File: config.mk
export PLATFORM = sky130hd
export DESIGN_NAME = draw_rect_ctl
export DESIGN_NICKNAME = d
export VERILOG_FILES = /design/src/rtl/draw_rect_ctl.sv
export SDC_FILE = /design/constraint.sdc
export NUM_CORES = 1
export LEC_CHECK = 0
export ABC_CLOCK_PERIOD_IN_PS = 4100
export CAP_MARGIN = 20
export CORE_AREA = 2 2 102 104
export DETAILED_ROUTE_END_ITERATION = 16
export DIE_AREA = 0 0 104 106
export HOLD_SLACK_MARGIN = 0.08
export SYNTH_ARGS = -nofsm -noshare
export SYNTH_HDL_FRONTEND = slang
export SYNTH_SLANG_ARGS = --single-unit
File: constraint.sdc
create_clock -name clk -period 4.1 [get_ports clk]
set_clock_uncertainty 0.05 [all_clocks]
set_input_delay 0.615 -clock clk [delete_from_list [all_inputs] [get_ports clk]]
set_output_delay 0.615 -clock clk [all_outputs]
set_load 0.05 [all_outputs]
File: src/rtl/draw_rect_ctl.sv
// draw_rect_ctl: moves a 64-px rectangle with the mouse, and on a left-click
// drops it under gravity onto the bottom of a 600-line screen.
//
// Optional feature macro: DRAW_RECT_CTL_BOUNCE_EN
//   defined   -> impacts rebound with 7/8 of the impact speed until the
//                rebound speed falls below V_STOP
//   undefined -> every impact stops the rectangle at the floor
//
// state   | meaning
// --------+---------------------------------------------------------------
// FOLLOW  | rectangle tracks the mouse (y clamped to the floor)
// FALL    | physics running; x frozen, button ignored, update once per tick
// STOPPED | resting on the floor; a new button press returns to FOLLOW
//
// Vertical position is kept as unsigned Q12.8 (y_fp) and velocity as
// signed Q8 px/tick (vel, positive = downward). ypos is the integer part
// of y_fp, so it is a direct slice of a register.
module draw_rect_ctl #(
  parameter int TICK_CYCLES = 40000,
  parameter int GRAVITY     = 16,
  parameter int Y_BOTTOM    = 536,
  parameter int V_STOP      = 64
) (
  input  logic        clk,
  input  logic        rst,
  input  logic        mouse_left,
  input  logic [11:0] mouse_xpos,
  input  logic [11:0] mouse_ypos,
  output logic [11:0] xpos,
  output logic [11:0] ypos
);

  localparam logic [1:0] FOLLOW  = 2'd0;
  localparam logic [1:0] FALL    = 2'd1;
  localparam logic [1:0] STOPPED = 2'd2;

  // +1 keeps the width non-zero even for TICK_CYCLES == 1
  localparam int CNT_W = $clog2(TICK_CYCLES + 1);
  localparam logic [CNT_W-1:0] CNT_LAST = CNT_W'(TICK_CYCLES - 1);

  localparam logic        [19:0] Y_BOT_FP = 20'(Y_BOTTOM * 256);
  localparam logic signed [21:0] Y_BOT_S  = $signed({2'b00, Y_BOT_FP});
  localparam logic signed [20:0] GRAV_Q8  = 21'(GRAVITY);

  logic [1:0]        state;
  logic              left_q;
  logic [CNT_W-1:0]  tick_cnt;
  logic [19:0]       y_fp;
  logic signed [20:0] vel;

  logic              left_rise;
  logic              tick;
  logic [19:0]       follow_y;
  logic signed [20:0] vel_n;
  logic signed [21:0] y_n;
  logic              hit_ceiling;
  logic              hit_floor;
  logic              keep_bouncing;
  logic signed [20:0] rebound;

  assign ypos      = y_fp[19:8];
  assign left_rise = mouse_left & ~left_q;
  assign tick      = (tick_cnt == CNT_LAST);

  // Mouse Y in fixed point, limited so the rectangle never leaves the screen
  always_comb begin
    follow_y = {mouse_ypos, 8'h00};
    if ({mouse_ypos, 8'h00} > Y_BOT_FP) begin
      follow_y = Y_BOT_FP;
    end
  end

  // One physics step: gravity first, then move with the new velocity
  always_comb begin
    vel_n       = vel + GRAV_Q8;
    y_n         = $signed({2'b00, y_fp}) + {vel_n[20], vel_n};
    hit_ceiling = (y_n < 22'sd0);
    hit_floor   = (y_n >= Y_BOT_S);
  end

`ifdef DRAW_RECT_CTL_BOUNCE_EN
  logic signed [23:0] vel_x7;

  // Damped rebound speed (7/8 of impact speed) and the decision to keep going
  always_comb begin
    vel_x7        = {{3{vel_n[20]}}, vel_n} * 24'sd7;
    rebound       = 21'(vel_x7 >>> 3);
    keep_bouncing = (rebound >= 21'(V_STOP));
  end
`else
  // Without bounce support every impact is final
  always_comb begin
    rebound       = '0;
    keep_bouncing = 1'b0;
  end
`endif

  // Controller state, button edge register, tick timer and motion registers
  always_ff @(posedge clk) begin
    if (!rst) begin
      state    <= FOLLOW;
      left_q   <= 1'b1;   // a button held through reset must not count as a press
      tick_cnt <= '0;
      xpos     <= '0;
      y_fp     <= '0;
      vel      <= '0;
    end else begin
      left_q <= mouse_left;
      case (state)
        FOLLOW: begin
          xpos     <= mouse_xpos;
          y_fp     <= follow_y;
          vel      <= '0;
          tick_cnt <= '0;
          if (left_rise) begin
            state <= FALL;
          end
        end

        FALL: begin
          if (tick) begin
            tick_cnt <= '0;
            if (hit_ceiling) begin
              y_fp <= '0;
              vel  <= '0;
            end else if (hit_floor) begin
              y_fp <= Y_BOT_FP;
              if (keep_bouncing) begin
                vel <= -rebound;
              end else begin
                vel   <= '0;
                state <= STOPPED;
              end
            end else begin
              y_fp <= y_n[19:0];
              vel  <= vel_n;
            end
          end else begin
            tick_cnt <= tick_cnt + 1'b1;
          end
        end

        STOPPED: begin
          if (left_rise) begin
            state <= FOLLOW;
          end
        end

        default: begin
          state <= FOLLOW;
        end
      endcase
    end
  end

endmodule

==> metrics.txt, run 1 <==
first-pass GRT wire length=16.6 mm; wire per inst=between 10 and 15 um; GRT Overall Usage=18.6%; total number of vias=between 3,000 and 4,000; slowest CP cell=or4_4; syn nets=543; synthesized area per cell=7.83 um^2; post-route ant nets=0; Ports=51; Worst setup endpoint=y_fp[17]; # rows=37; DR iter-0 viols=182; Worst Hold Class=reg -> reg; Final Util=47.0%; critical path type=reg -> reg; R2R Setup Slk=0.22 ns; Synth area leader=dfxtp_1; cells after synthesis=498; Die Wd=104 um; Setup WS pre-CTS=around 0.032 ns; PD cells=288 nW/um^2; CTS tree=yes; Layout Cells excl Fill=around 700; Least-Margin Pin Slew=approximately 0.90 ns; Lkg Pwr=1.80 nW; worst endpoint required time=around 4.3 ns; CP startpoint kind=flop; WP data arrival=approximately 4.1 ns; Sum Neg Setup Slack=0 ns; Detailed Place HPWL=roughly 7.5 mm; r2r startpoint=vel[4]; CTS root buf=clkbuf_8; initial antenna violation count=0; Fill cells=1,057; top post-synthesis cells by area=dfxtp_1, nand2_1, ha_1; vias per inst=5.33; Register Area=between 1000 and 1500 um^2; number of hold buffers added after CTS=0; fin crit share=94.6%; layout cells sized above 1=a little over a tenth; Post-synth top cells=nand2_1, dfxtp_1, nor2_1, a21oi_1; antenna cells=0; FF-to-FF End=y_fp[17]; GP Congestion=0.848; final-report max-slew violation count=0; fin crit period=about 3.9 ns; final-stage net count=a little under 600; Slew HR=between 30% and 40%; clock slew at reported path FFs=around 0.080 ns; # port buffers=50; Yosys warnings=0; clock insertion delay at the later pin of the skew report=roughly 0.35 ns; GRT overflow=0; final worst slack=0.223 ns; Max-cap violations=0; CTS max path bufs=2; Synth-to-Final Area Change=20.6%; CP max FO=13; number of enable flip-flop cells after synthesis=0; Worst Setup End Kind=flop; drt drc=0; FMAX=about 260 MHz; final WL=slightly above 10 mm; area share of the leading cell type in the synthesized netlist=32.9%; Worst Setup SP=vel[4]; post-synth cell types=58; Seq/Total Area, Yosys=around a third; peak supply drop=between 0.15 and 0.2 mV; Most used DFF post-synth=dfxtp_1; drt pass-1 iters=5; CTS sink cnt=64; Post-Syn Area=approximately 3900 um^2; crit-path max cell delay=0.53 ns; status=finished clean; core area=around 10000 um^2; Worst Reg-to-Reg Cells=15; H-Tree Level Count=3; crit-path cells=ha_2, nand4_1, nor3_2, buf_4, xor2_1, ha_2, a21oi_1, o21ai_1, a31oi_4, o21ai_2, or4_4, a22oi_4, buf_4, a21oi_1, o221a_2; Initial Util=39.0%; full die area=around 11,000 um^2; Cells after DPL=approximately 660; most frequent cell after synthesis=nand2_1; FFs w/ async S/R, synth=0%; number of CTS-inserted buffers=9; vias in the first global route=3,534; footprint of the multi-input gates=2420 um^2; die height=around 110 um; Hold Vio Cnt, Final=0; register bit count reported by yosys=64; Final Setup Violations=0; largest net degree at the start of global routing=46
metrics by stage:
step | power (W) | instance area, um^2 | hold WS, ns
after floorplan | 0.000793 | 3900 | 0.380
after global placement | 0.000867 | 4490 | 0.389
after detailed placement | 0.000869 | 4490 | 0.396
after CTS | 0.00137 | 4660 | 0.406
after global routing | 0.00141 | 4700 | 0.430
final | 0.00135 | 4700 | 0.399
power breakdown:
group / internal [W] / switching, W
Clock: 0.000219 / 0.000278
Combinational: 0.0000796 / 0.000127
Sequential: 0.000637 / 0.0000125
Total: 0.000935 / 0.000418
state kept, by name (all words and copies together), names as in the netlist:
register  count
left_q        1
y_fp         16
vel          17
state         2
tick_cnt     16
xpos         12
per-layer routing:
layer  global-route usage [%]  share of wire, %
met1                     22.3                45
met3                     3.31               4.8
met2                     32.2                48
met4                     9.27               2.7
met5                        0                 0
placed cells by master (no fill, tap or decap), types with 3 or more instances in the layout:
cell type,instances
nand3_1,20
inv_1,8
nand3b_1,6
dfxtp_1,64
o21ai_0,19
clkdlybuf4s50_1,50
nand2b_1,4
nor3_2,8
nor4b_1,3
o22ai_1,5
nor2b_1,4
nor2_1,52
nand4_1,16
or3_1,3
clkbuf_8,9
clkinv_2,3
and3_1,11
a21o_1,4
nand2_1,72
o21a_1,3
a21oi_1,39
o21ai_1,10
xor2_1,13
buf_4,17
a22oi_1,7
xnor2_1,20
a31oi_1,3
ha_1,16
o211ai_1,4
nor3_1,11
final cells by class:
type	instances	area share, %
Clock buffer	9	2.63
Clock inverter	7	1.01
Timing Repair Buffer	67	13.4
Tap cell	136	3.62
Multi-Input combinational cell	390	51.4
Sequential cell	64	27.2
Inverter	9	0.718
logic make-up after synthesis:
kind of cell | synth area share [%]
AO/OA/AOI/OAI | 19.7
buffers and inverters | 5.81
multiplexers | 0.257
XOR/XNOR | 7.64
adder cells (fa/ha/maj) | 5.78
flip-flops | 32.9
AND/OR/NAND/NOR | 28.0
critical path, delay by kind of cell, from the launching register on:
| family | cells | cell delay [ns] |
|---|---|---|
| AOI/OAI and AO/OA | 7 | 1.13 |
| and+or+nand+nor | 3 | 0.98 |
| adders and majority gates | 2 | 0.61 |
| DFF | 1 | 0.41 |
| buffers and inverters | 2 | 0.38 |
| xor gates and xnor gates | 1 | 0.23 |
worst min-delay path by stage:
| stage | startpoint | end | cells after the start |
|---|---|---|---|
| after floorplan | y_fp[7] | y_fp[7] | 2 |
| after global placement | y_fp[7] | y_fp[7] | 2 |
| after detailed placement | y_fp[7] | y_fp[7] | 2 |
| after CTS | y_fp[7] | y_fp[7] | 2 |
| after global routing | y_fp[6] | y_fp[6] | 2 |
| final | y_fp[7] | y_fp[7] | 2 |
timing repair:
item	4_1_cts	5_1_grt
buffers inserted	0	2
setup endpoints to repair	0	33
gates resized for setup	0	10
Note: power is estimated with default switching activity, not from simulation.
==> run 2: changes to the inputs <==
- TNS_END_PERCENT: not set -> 5
==> results of run 2 <==
Same layout as run 1: the final DEF is identical, and so are final timing and power.
